<file path="src/rtl/wb_unit.sv">
// Writeback unit for the RV32I core: arbitrates ALU results and load returns onto the
// register file write port, and tracks outstanding-load destinations for decode hazard stalls.
module wb_unit #(
  parameter int unsigned MAX_LD = 2
) (
  input  logic        clk,
  input  logic        rst_n,
  input  logic        alu_valid,
  input  logic [4:0]  alu_rd,
  input  logic [31:0] alu_data,
  input  logic        ld_issue,
  input  logic [4:0]  ld_issue_rd,
  output logic        ld_issue_ready,
  input  logic        ld_valid,
  input  logic [4:0]  ld_rd,
  input  logic [31:0] ld_data,
  output logic        ld_ready,
  input  logic [4:0]  rs1,
  input  logic [4:0]  rs2,
  output logic        stall,
  output logic        write_en,
  output logic [4:0]  write_reg,
  output logic [31:0] write_data,
  output logic [2:0]  ld_count,
  output logic        err
);

  localparam int unsigned CNT_W  = 3;
  localparam int unsigned REG_W  = 5;
  localparam int unsigned DATA_W = 32;
  localparam int unsigned NREGS  = 32;

  // Bit 0 is never set, so x0 can never appear busy.
  logic [NREGS-1:0]  busy;
  logic [NREGS-1:0]  busy_nxt;
  logic [CNT_W-1:0]  count_nxt;
  logic              err_nxt;
  logic              write_en_nxt;
  logic [REG_W-1:0]  write_reg_nxt;
  logic [DATA_W-1:0] write_data_nxt;
  logic              issue_acc;
  logic              ret_acc;
  logic              ret_counted;

  // Handshake and hazard outputs, all from registered state plus current requests.
  always_comb begin
    ld_ready       = !alu_valid;
    ld_issue_ready = (ld_count < CNT_W'(MAX_LD)) &&
                     ((ld_issue_rd == REG_W'(0)) || !busy[ld_issue_rd]);
    stall          = ((rs1 != REG_W'(0)) && busy[rs1]) ||
                     ((rs2 != REG_W'(0)) && busy[rs2]);
  end

  // Next-state for scoreboard, counter, error flag and write port.
  always_comb begin
    issue_acc      = ld_issue && ld_issue_ready;
    ret_acc        = ld_valid && !alu_valid;
    ret_counted    = ret_acc && (ld_count != CNT_W'(0));
    busy_nxt       = busy;
    count_nxt      = ld_count;
    err_nxt        = err;
    write_en_nxt   = 1'b0;
    write_reg_nxt  = write_reg;
    write_data_nxt = write_data;

    if (ret_acc) begin
      busy_nxt[ld_rd] = 1'b0;
    end
    if (issue_acc && (ld_issue_rd != REG_W'(0))) begin
      busy_nxt[ld_issue_rd] = 1'b1;
    end
    busy_nxt[0] = 1'b0;

    if (issue_acc && !ret_counted) begin
      count_nxt = ld_count + CNT_W'(1);
    end else if (!issue_acc && ret_counted) begin
      count_nxt = ld_count - CNT_W'(1);
    end

    // A return with nothing outstanding or an ALU write to a pending register is a violation.
    if ((ret_acc && (ld_count == CNT_W'(0))) || (alu_valid && busy[alu_rd])) begin
      err_nxt = 1'b1;
    end

    if (alu_valid) begin
      write_en_nxt   = (alu_rd != REG_W'(0));
      write_reg_nxt  = alu_rd;
      write_data_nxt = alu_data;
    end else if (ret_acc) begin
      write_en_nxt   = (ld_rd != REG_W'(0));
      write_reg_nxt  = ld_rd;
      write_data_nxt = ld_data;
    end
  end

  always_ff @(posedge clk or negedge rst_n) begin
    if (!rst_n) begin
      busy       <= '0;
      ld_count   <= '0;
      err        <= 1'b0;
      write_en   <= 1'b0;
      write_reg  <= '0;
      write_data <= '0;
    end else begin
      busy       <= busy_nxt;
      ld_count   <= count_nxt;
      err        <= err_nxt;
      write_en   <= write_en_nxt;
      write_reg  <= write_reg_nxt;
      write_data <= write_data_nxt;
    end
  end

endmodule

</file>
<file path="config.mk">
export PLATFORM = sky130hd
export DESIGN_NAME = wb_unit
export DESIGN_NICKNAME = d
export VERILOG_FILES = /design/src/rtl/wb_unit.sv
export SDC_FILE = /design/constraint.sdc
export NUM_CORES = 1
export LEC_CHECK = 0
export ABC_AREA = 1
export ABC_CLOCK_PERIOD_IN_PS = 2600
export BUFFER_PORTS_ARGS = -buffer_cell sky130_fd_sc_hd__buf_4
export CAP_MARGIN = 20
export CORE_ASPECT_RATIO = 1.1
export CORE_MARGIN = 5
export CORE_UTILIZATION = 35
export CTS_CLUSTER_DIAMETER = 100
export DETAILED_ROUTE_END_ITERATION = 10
export GPL_TIMING_DRIVEN = 1
export PLACE_DENSITY = 0.58
export SKIP_LAST_GASP = 1
export SYNTH_ARGS = -nofsm -noshare
export SYNTH_HDL_FRONTEND = slang
export SYNTH_SLANG_ARGS = --single-unit
</file>
<file path="constraint.sdc">
create_clock -name clk -period 2.6 [get_ports clk]
set_clock_uncertainty 0.15 [all_clocks]
set_input_delay 0.39 -clock clk [delete_from_list [all_inputs] [get_ports clk]]
set_output_delay 0.39 -clock clk [all_outputs]
set_load 0.01 [all_outputs]
</file>
==> results.sh, run 1 <==
export IMPL_ff_latch_area_mm2=0.00183
export IMPL_yosys_warnings=0
export IMPL_fin_cells=1009
export IMPL_pwr_share_clk_pct=29.8
export IMPL_cp_cell_sequence="nand2_1 > nand2_1 > nand2_1 > nand2_1 > nand2_1 > nand2_1 > nor2_1 > nand2_1 > nor2_4 > buf_4 > buf_4"
export IMPL_path_clk_slew_ns=0.06
export IMPL_cp_common_cell="nand2_1"
export IMPL_overflow=0
export IMPL_synth_avg_cell_area_um2=6.69
export IMPL_power_switching_share_pct=36.3
export IMPL_core_mm2=0.0132
export IMPL_p_seq_share_pct=39.0
export IMPL_holdWs_ns=0.0974
export IMPL_via_per_inst=5.38
export IMPL_tightest_slew_ns=0.648
export IMPL_fill_cells=1315
export IMPL_wl_um=17000
export IMPL_fin_ws_ns=0.121
export IMPL_p_int_mw=2.57
export IMPL_fp_row_count=44
export IMPL_rsz0062_at_grt="true"
export IMPL_status="finished, final reports clean"
export IMPL_crit_fanout=31
export IMPL_n_antenna_cell=0
export IMPL_syn2layout_area_growth_pct=33.8
export IMPL_dieArea_mm2=0.0158
export IMPL_htreeDepth=3
export IMPL_min_path_type="input pin to flip-flop"
export IMPL_nets=939
export IMPL_yosysUniqueCellTypes=29
export IMPL_ys_seq_elements=73
export IMPL_clkLatencyLatePin_ns=0.34
export IMPL_setup_viol=0
export IMPL_crit_path_start_kind="flip-flop"
export IMPL_grt_max_degree=43
export IMPL_critPathKind="flip-flop to output pin"
export IMPL_cts_buffers=9
export IMPL_grt_first_pass_wirelength_um=27800
export IMPL_die_w_um=120
export IMPL_period_needed_ns=2.48
export IMPL_ff2ff_path_depth=17
export IMPL_clock_sinks=73
export IMPL_hpwl_um=13200
export IMPL_irDropWorstVdd_uv=334
export IMPL_synthesis_nets=795
export IMPL_drtPass1Iterations=6
export IMPL_postSynthCellCount=699
export IMPL_ios=139
export IMPL_cp_arrival_ns=1.94
export IMPL_post_place_ws_ns=-0.0957
export IMPL_wl_met2_um=7940
export IMPL_wl_met3_um=1300
export IMPL_combPwrFrac_pct=31.2
export IMPL_wl_per_cell_um=16.9
export IMPL_critPathMaxStageDelay_ns=0.45
export IMPL_slew_headroom_pct=56.8
export IMPL_routabilityCongestion=0.939
export IMPL_syn_area_mm2=0.00467
export IMPL_switchingPower_mw=1.46
export IMPL_ys_seq_area_share_pct=39.1
export IMPL_hold_viol_final=0
export IMPL_post_route_drc_count=0
export IMPL_dp_cells=991
export IMPL_cts_root_buf="clkbuf_16"
export IMPL_end_kind="output pin"
export IMPL_drv_cap=0
export IMPL_drive_gt1_share_pct=22.3
export IMPL_via_count=5432
export IMPL_ant_nets=0
export IMPL_critPathRequiredTime_ns=2.06
export IMPL_port_buffers=138
export IMPL_finalPower_mw=4.03
export IMPL_cpMaxStageDelayCell="dfrtp_1"
export IMPL_wl_met1_um=7270
export IMPL_drv_slew=0
export IMPL_die_height_um=131
export IMPL_largest_reg_flops=32
export IMPL_grtUsageTotal_pct=21.8
export IMPL_multi_input_area_mm2=0.00247
export IMPL_min_period_over_period_pct=95.3
export IMPL_grt_antenna_before_repair=0
export IMPL_clockBufferDepth=2
export IMPL_first_iter_violations=393
export IMPL_cts_tree="built"
export IMPL_initial_core_util_pct=35.5
export IMPL_cellPowerDensity_mw_per_mm2=645
export IMPL_grt_pass1_vias=5365
export IMPL_routed_top_layer="met4"
export IMPL_fmax_mhz=403
export IMPL_p_leak_nw=3.17
export IMPL_whs_path_depth=3
[kinds of logic after synthesis]
| group | after synthesis | synth area share [%] |
|---|---|---|
| AOI/OAI and AO/OA | 133 | 15.5 |
| buffers and inverters | 88 | 8.17 |
| xor gates and xnor gates | 2 | 0.375 |
| and+or+nand+nor | 401 | 36.2 |
| DFF | 73 | 39.1 |
| adders and majority gates | 2 | 0.696 |
[worst max-delay path, delay by kind of cell (launching register included)]
| kind | cells | cell delay, ns |
|---|---|---|
| simple gates | 9 | 0.62 |
| buf+inv | 2 | 0.51 |
| flops | 1 | 0.45 |
[stage by stage]
| step | utilization [%] | cell area, um2 | setup TNS [ns] |
|---|---|---|---|
| after floorplan | - | 4670 | 0 |
| after detailed placement | 45.2 | 5940 | -0.0957 |
| final | 47.5 | 6250 | 0 |
| after global placement | 45.2 | 5940 | -0.0308 |
| after global routing | 47.5 | 6250 | -0.0939 |
| after CTS | 47.5 | 6240 | 0 |
[synth_stat cells]
library cell / n / area [um2]
fa_1: 1 / 20.0
a21oi_1: 33 / 165
o211ai_1: 14 / 105
dfrtp_1: 73 / 1830
nor2_2: 1 / 6.26
nand2_1: 239 / 897
buf_4: 1 / 7.51
a221o_1: 1 / 10.0
nand3_1: 68 / 340
inv_4: 1 / 6.26
o21ai_1: 1 / 5.00
nor2_4: 1 / 11.3
buf_2: 6 / 30.0
o21ai_0: 78 / 390
o2111ai_1: 1 / 8.76
a22o_1: 1 / 8.76
o221ai_1: 1 / 8.76
inv_1: 52 / 195
nor2_1: 51 / 191
clkbuf_1: 23 / 86.3
xnor2_1: 1 / 8.76
nor3_1: 9 / 45.0
ha_1: 1 / 12.5
buf_6: 5 / 56.3
xor2_1: 1 / 8.76
nand4_1: 31 / 194
a31oi_1: 1 / 6.26
a22oi_1: 2 / 15.0
nor4_1: 1 / 6.26
[layer usage]
metal | vias up | GRT usage (%)
met2 | 240 | 34.6
li1 | 2617 | -
met4 | 0 | 8.21
met5 | - | 0
met1 | 2538 | 28.1
met3 | 37 | 6.32
[cell usage in the layout (no fill, tap or decap), types with 2 or more instances in the layout]
| cell | count |
|---|---|
| clkbuf_16 | 9 |
| dfrtp_2 | 2 |
| nor3_1 | 9 |
| o21ai_0 | 77 |
| nor2_2 | 2 |
| nor2_1 | 50 |
| nand4_1 | 31 |
| a22oi_1 | 2 |
| nand3_1 | 68 |
| nand2_1 | 239 |
| a21oi_1 | 33 |
| dfrtp_1 | 71 |
| clkinv_4 | 3 |
| o211ai_1 | 14 |
| buf_4 | 167 |
| inv_1 | 52 |
| inv_6 | 2 |
| o21ai_1 | 2 |
[worst paths after layout]
| kind | from | slack, ns | end |
|---|---|---|---|
| setup / recovery | busy[20]$_DFF_PN0_ | 0.12 | ld_issue_ready |
| hold / removal | ld_data[4] | 0.1 | write_data[4]$_DFFE_PN0P_ |
| setup reg to reg | busy[20]$_DFF_PN0_ | 0.19 | ld_count[2]$_DFFE_PN0P_ |
| hold reg to reg | write_data[4]$_DFFE_PN0P_ | 0.35 | write_data[4]$_DFFE_PN0P_ |
| max in group asynchronous | rst_n | 1.24 | busy[21]$_DFF_PN0_ |
| min in group asynchronous | rst_n | 0.42 | write_data[8]$_DFFE_PN0P_ |
[layout make-up]
type	count	share of cell area [%]
clock inverters	6	0.820
clock buffers	10	3.82
inverters	53	3.22
repair buffers	168	20.2
well taps	161	3.22
flip-flops and latches	73	29.3
multi-input cells	538	39.5
[power groups by stage]
stage / registers [mW] / clock network, mW / logic (mW)
after floorplan: 1.55 / 0 / 0.665
after global placement: 1.59 / 0 / 1.22
after detailed placement: 1.58 / 0 / 1.25
after CTS: 1.57 / 1.22 / 1.25
after global routing: 1.60 / 1.29 / 1.41
final: 1.57 / 1.20 / 1.26
[timing repair]
action	CTS	global route
hold buffers	1	0
resized for setup	0	3
endpoints found under the setup margin	0	2
endpoints found under the hold margin	39	0
setup buffers	0	1
(Power assumes the default switching activity.)
==> run 2, diff against run 1 <==
==> constraint.sdc (replaced) <==
create_clock -name clk -period 2.6 [get_ports clk]
set_clock_uncertainty 0.15 [all_clocks]
set_input_delay 0.39 -clock clk [delete_from_list [all_inputs] [get_ports clk]]
set_output_delay 0.39 -clock clk [all_outputs]
set_load 0.005 [all_outputs]
==> results.sh, run 2 (same netlist as run 1, synthesis figures left out) <==
export IMPL_status="finished, final reports clean"
export IMPL_cp_top_family="simple AND/OR/NAND/NOR gates"
export IMPL_p_int_mw=2.71
export IMPL_hpwl_um=13300
export IMPL_utilization_pct=48.1
export IMPL_grt_first_pass_wirelength_um=28000
export IMPL_pwr_share_clk_pct=30.9
export IMPL_dieArea_mm2=0.0158
export IMPL_cp_common_cell="nand2_1"
export IMPL_critPathRequiredTime_ns=2.06
export IMPL_finalPower_mw=4.11
export IMPL_core_mm2=0.0132
export IMPL_wl_per_cell_um=17.0
export IMPL_power_switching_share_pct=33.9
export IMPL_path_buf_inv=2
export IMPL_via_count=5447
export IMPL_cts_tree="built"
export IMPL_grt_max_degree=43
export IMPL_tightest_slew_ns=0.590
export IMPL_end_kind="output pin"
export IMPL_drv_cap=0
export IMPL_dp_cells=992
export IMPL_wl_um=17200
export IMPL_die_w_um=120
export IMPL_fp_row_count=44
export IMPL_hold_start="ld_data[23]"
export IMPL_multi_input_area_mm2=0.00247
export IMPL_cp_arrival_ns=1.91
export IMPL_die_height_um=131
export IMPL_min_path_type="input pin to flip-flop"
export IMPL_fmax_mhz=409
export IMPL_layout_common_cells="nand2_1 (239), buf_4 (174), o21ai_0 (77)"
export IMPL_rsz0062_at_grt="false"
export IMPL_fill_cells=1318
export IMPL_setup_viol=0
export IMPL_cpMaxStageDelayCell="dfrtp_1"
export IMPL_irDropWorstVdd_uv=354
export IMPL_ant_nets=0
export IMPL_cts_buffers=9
export IMPL_ios=139
export IMPL_syn2layout_area_growth_pct=35.4
export IMPL_fin_cells=1015
export IMPL_clockBufferDepth=2
export IMPL_via_per_inst=5.37
export IMPL_nets=946
export IMPL_grt_antenna_before_repair=0
export IMPL_switchingPower_mw=1.39
export IMPL_combPwrFrac_pct=31.1
export IMPL_cts_root_buf="clkbuf_16"
export IMPL_slew_headroom_pct=60.6
export IMPL_port_buffers=138
export IMPL_min_period_over_period_pct=94.1
export IMPL_crit_path_start_kind="flip-flop"
export IMPL_clkLatencyLatePin_ns=0.34
export IMPL_critPathKind="flip-flop to output pin"
export IMPL_initial_core_util_pct=35.5
export IMPL_grtUsageTotal_pct=21.8
export IMPL_n_antenna_cell=0
export IMPL_grt_pass1_vias=5350
export IMPL_rr_startpoint="busy[9]$_DFF_PN0_"
export IMPL_hold_viol_final=0
export IMPL_crit_fanout=31
export IMPL_largest_reg_flops=32
export IMPL_overflow=0
export IMPL_clock_sinks=73
export IMPL_critPathMaxStageDelay_ns=0.41
export IMPL_p_seq_share_pct=38.0
export IMPL_path_clk_slew_ns=0.06
export IMPL_ff_latch_area_mm2=0.00183
export IMPL_first_iter_violations=395
export IMPL_post_route_drc_count=0
export IMPL_p_leak_nw=3.22
export IMPL_routabilityCongestion=0.927
export IMPL_drtPass1Iterations=5
export IMPL_drv_slew=0
export IMPL_drive_gt1_share_pct=23.3
export IMPL_cellPowerDensity_mw_per_mm2=649
export IMPL_period_needed_ns=2.45
export IMPL_final_common_cell="nand2_1"
export IMPL_htreeDepth=3
export IMPL_crit_path_start="busy[9]$_DFF_PN0_"
export IMPL_cp_cell_sequence="nand2_1 > o21ai_0 > nand2_1 > nand2_1 > nand2_1 > nand2_1 > nor2_1 > nand2_1 > nor2_4 > buf_4 > buf_4"
-- run 2: area by class of cell --
cell class	count	area share, %
sequential	73	29.0
timing repair buffer	175	20.8
clock buffer	11	3.99
inverter	53	3.18
clock inverter	4	0.830
tap	161	3.18
multi-input combinational	538	39.0
-- run 2: through the flow --
step / setup slack (ns) / hold WS [ns] / TNS (ns) / cell area, um2
6_report: 0.154 / 0.106 / 0 / 6330
5_1_grt: 0.00630 / 0.116 / 0 / 6330
3_3_place_gp: -0.0288 / 0.274 / -0.0288 / 5950
2_1_floorplan: 0.0205 / -0.0556 / 0 / 4670
4_1_cts: 0.124 / 0.0979 / 0 / 6270
3_5_place_dp: -0.107 / 0.283 / -0.107 / 5950
-- run 2: worst reg2reg max path, delay by kind of cell, from the launching register on --
kind | cells | cell delay, ns
AOI/OAI and AO/OA | 3 | 0.29
xor gates and xnor gates | 1 | 0.14
adders and majority gates | 2 | 0.53
buffers and inverters | 2 | 0.11
DFF | 1 | 0.41
and+or+nand+nor | 9 | 0.64
-- run 2: timing repair --
| action | 4_1_cts | 5_1_grt |
|---|---|---|
| endpoints found under the setup margin | 0 | 2 |
| gates resized for setup | 0 | 7 |
| buffers inserted | 0 | 7 |
| hold endpoints to repair | 39 | 0 |
| hold buffers | 1 | 0 |
-- run 2: metal layers --
metal | up-vias | wire length (um) | global-route usage (%)
met5 | - | 0 | 0
met4 | 0 | 583 | 8.78
met3 | 33 | 1090 | 4.30
met2 | 200 | 8180 | 35.1
met1 | 2585 | 7360 | 28.8
li1 | 2629 | - | -
-- run 2: worst paths after layout --
path | end | slack, ns | cells past startpoint
setup / recovery | ld_issue_ready | 0.15 | 11
hold / removal | write_data[23]$_DFFE_PN0P_ | 0.11 | 3
setup reg to reg | ld_count[2]$_DFFE_PN0P_ | 0.19 | 17
hold reg to reg | write_data[14]$_DFFE_PN0P_ | 0.35 | 2
max in group asynchronous | busy[20]$_DFF_PN0_ | 1.23 | 3
min in group asynchronous | busy[17]$_DFF_PN0_ | 0.44 | 2
-- run 2: power groups by stage --
stage	Sequential (mW)	Combinational (mW)	Clock [mW]
6_report	1.56	1.28	1.27
2_1_floorplan	1.52	0.661	0
3_3_place_gp	1.59	1.19	0
4_1_cts	1.57	1.22	1.29
3_5_place_dp	1.58	1.21	0
5_1_grt	1.59	1.43	1.33
==> run 3, diff against run 2 <==
--- a/config.mk
+++ b/config.mk
@@ -12,6 +12,7 @@
 export CORE_ASPECT_RATIO = 1.1
 export CORE_MARGIN = 5
 export CORE_UTILIZATION = 35
+export CTS_BUF_LIST = sky130_fd_sc_hd__clkbuf_16
 export CTS_CLUSTER_DIAMETER = 100
 export DETAILED_ROUTE_END_ITERATION = 10
 export GPL_TIMING_DRIVEN = 1
==> results.sh, run 3 (same netlist as run 1, synthesis figures left out) <==
export IMPL_ant_nets=0
export IMPL_critPathRequiredTime_ns=2.06
export IMPL_cts_buffers=9
export IMPL_clock_sinks=73
export IMPL_hold_viol_final=0
export IMPL_rr_startpoint="busy[15]$_DFF_PN0_"
export IMPL_ff_latch_area_mm2=0.00183
export IMPL_via_per_inst=5.37
export IMPL_worstReg2RegEnd="ld_count[2]$_DFFE_PN0P_"
export IMPL_via_count=5449
export IMPL_min_path_type="input pin to flip-flop"
export IMPL_routabilityCongestion=0.927
export IMPL_clkLatencyLatePin_ns=0.33
export IMPL_fmax_mhz=406
export IMPL_utilization_pct=47.9
export IMPL_period_needed_ns=2.46
export IMPL_drv_slew=0
export IMPL_drv_cap=0
export IMPL_fp_row_count=44
export IMPL_htreeDepth=3
export IMPL_fin_cells=1015
export IMPL_n_antenna_cell=0
export IMPL_status="finished, final reports clean"
export IMPL_path_clk_slew_ns=0.06
export IMPL_fin_ws_ns=0.139
export IMPL_post_route_drc_count=0
export IMPL_cts_tree="built"
export IMPL_critPathKind="flip-flop to output pin"
export IMPL_dieArea_mm2=0.0158
export IMPL_end_kind="output pin"
export IMPL_dp_cells=992
export IMPL_holdWs_ns=0.108
export IMPL_die_w_um=120
export IMPL_p_leak_nw=3.20
export IMPL_hold_path_end="write_data[23]$_DFFE_PN0P_"
export IMPL_finalPower_mw=4.04
export IMPL_tightest_slew_ns=0.601
export IMPL_grt_antenna_before_repair=0
export IMPL_ios=139
export IMPL_fin_area_mm2=0.00630
export IMPL_drtPass1Iterations=5
export IMPL_grt_pass1_vias=5356
export IMPL_ff2ff_path_depth=17
export IMPL_hpwl_um=13300
export IMPL_irDropWorstVdd_uv=349
export IMPL_multi_input_area_mm2=0.00247
export IMPL_die_height_um=131
export IMPL_overflow=0
export IMPL_initial_core_util_pct=35.5
export IMPL_port_buffers=138
export IMPL_crit_fanout=31
export IMPL_final_common_cell="nand2_1"
export IMPL_post_place_ws_ns=-0.107
export IMPL_min_period_over_period_pct=94.6
export IMPL_largest_reg_flops=32
export IMPL_dpl_instance_area_mm2=0.00595
export IMPL_core_mm2=0.0132
export IMPL_grtUsageTotal_pct=21.9
export IMPL_slew_headroom_pct=59.9
export IMPL_cellPowerDensity_mw_per_mm2=640
export IMPL_nets=946
export IMPL_tns_ns=0
export IMPL_setup_viol=0
export IMPL_drive_gt1_share_pct=23.0
export IMPL_layout_common_cells="nand2_1 (239), buf_4 (174), o21ai_0 (77)"
export IMPL_cp_arrival_ns=1.92
export IMPL_cts_root_buf="clkbuf_16"
export IMPL_clockBufferDepth=2
export IMPL_whs_path_depth=3
export IMPL_first_iter_violations=429
export IMPL_syn2layout_area_growth_pct=34.9
export IMPL_hold_start="ld_data[23]"
export IMPL_grt_max_degree=43
export IMPL_rrSetupSlack_ns=0.20
export IMPL_wl_um=17200
export IMPL_wl_per_cell_um=17.0
export IMPL_grt_first_pass_wirelength_um=28000
export IMPL_crit_path_start_kind="flip-flop"
export IMPL_fill_cells=1318
## run 3: cell count changes in the layout (fill, tap and decap cells not counted), sizes merged
cell and delta:
clkbuf -2, clkinv +2
## run 3: repair_timing
action,4_1_cts,5_1_grt
endpoints found under the hold margin,39,0
hold buffers,1,0
setup buffers,0,7
resized for setup,0,6
setup endpoints to repair,0,2
## run 3: power breakdown
| part | switching, mW | internal, mW |
|---|---|---|
| clock | 0.472 | 0.732 |
| combinational | 0.703 | 0.569 |
| sequential | 0.209 | 1.35 |
| total | 1.38 | 2.65 |
## run 3: area by class of cell
class,count,area share [%]
timing repair buffer,175,20.9
sequential,73,29.1
tap,161,3.20
multi-input combinational,538,39.1
inverter,53,3.20
clock buffer,9,3.57
clock inverter,6,0.953
## run 3: worst max-delay path by stage
stage,start,to,slack (ns),cells past startpoint
after floorplan,ld_issue_rd[0],ld_count[2]$_DFFE_PN0P_,0.02,19
after global placement,ld_issue_rd[0],ld_count[2]$_DFFE_PN0P_,-0.03,19
after detailed placement,ld_issue_rd[0],ld_count[2]$_DFFE_PN0P_,-0.11,19
after CTS,busy[20]$_DFF_PN0_,ld_issue_ready,0.12,11
after global routing,busy[29]$_DFF_PN0_,ld_count[2]$_DFFE_PN0P_,-0.01,17
final,busy[15]$_DFF_PN0_,ld_issue_ready,0.14,11
## run 3: critical path, cell delays in order (launching register included)
cell,delay (ns)
dfrtp_1,0.43
nand2_1,0.11
nand2_1,0.05
nand2_1,0.05
nand2_1,0.05
nand2_1,0.05
nand2_1,0.05
nor2_1,0.08
nand2_1,0.10
nor2_4,0.10
buf_4,0.32
buf_4,0.18
## run 3: layer usage
layer / GRT usage, % / wire length, um / share of wire, %
met3: 4.47 / 1090 / 6.4
met2: 35.1 / 8090 / 47
met4: 9.36 / 614 / 3.6
met1: 28.8 / 7410 / 43
met5: 0 / 0 / 0
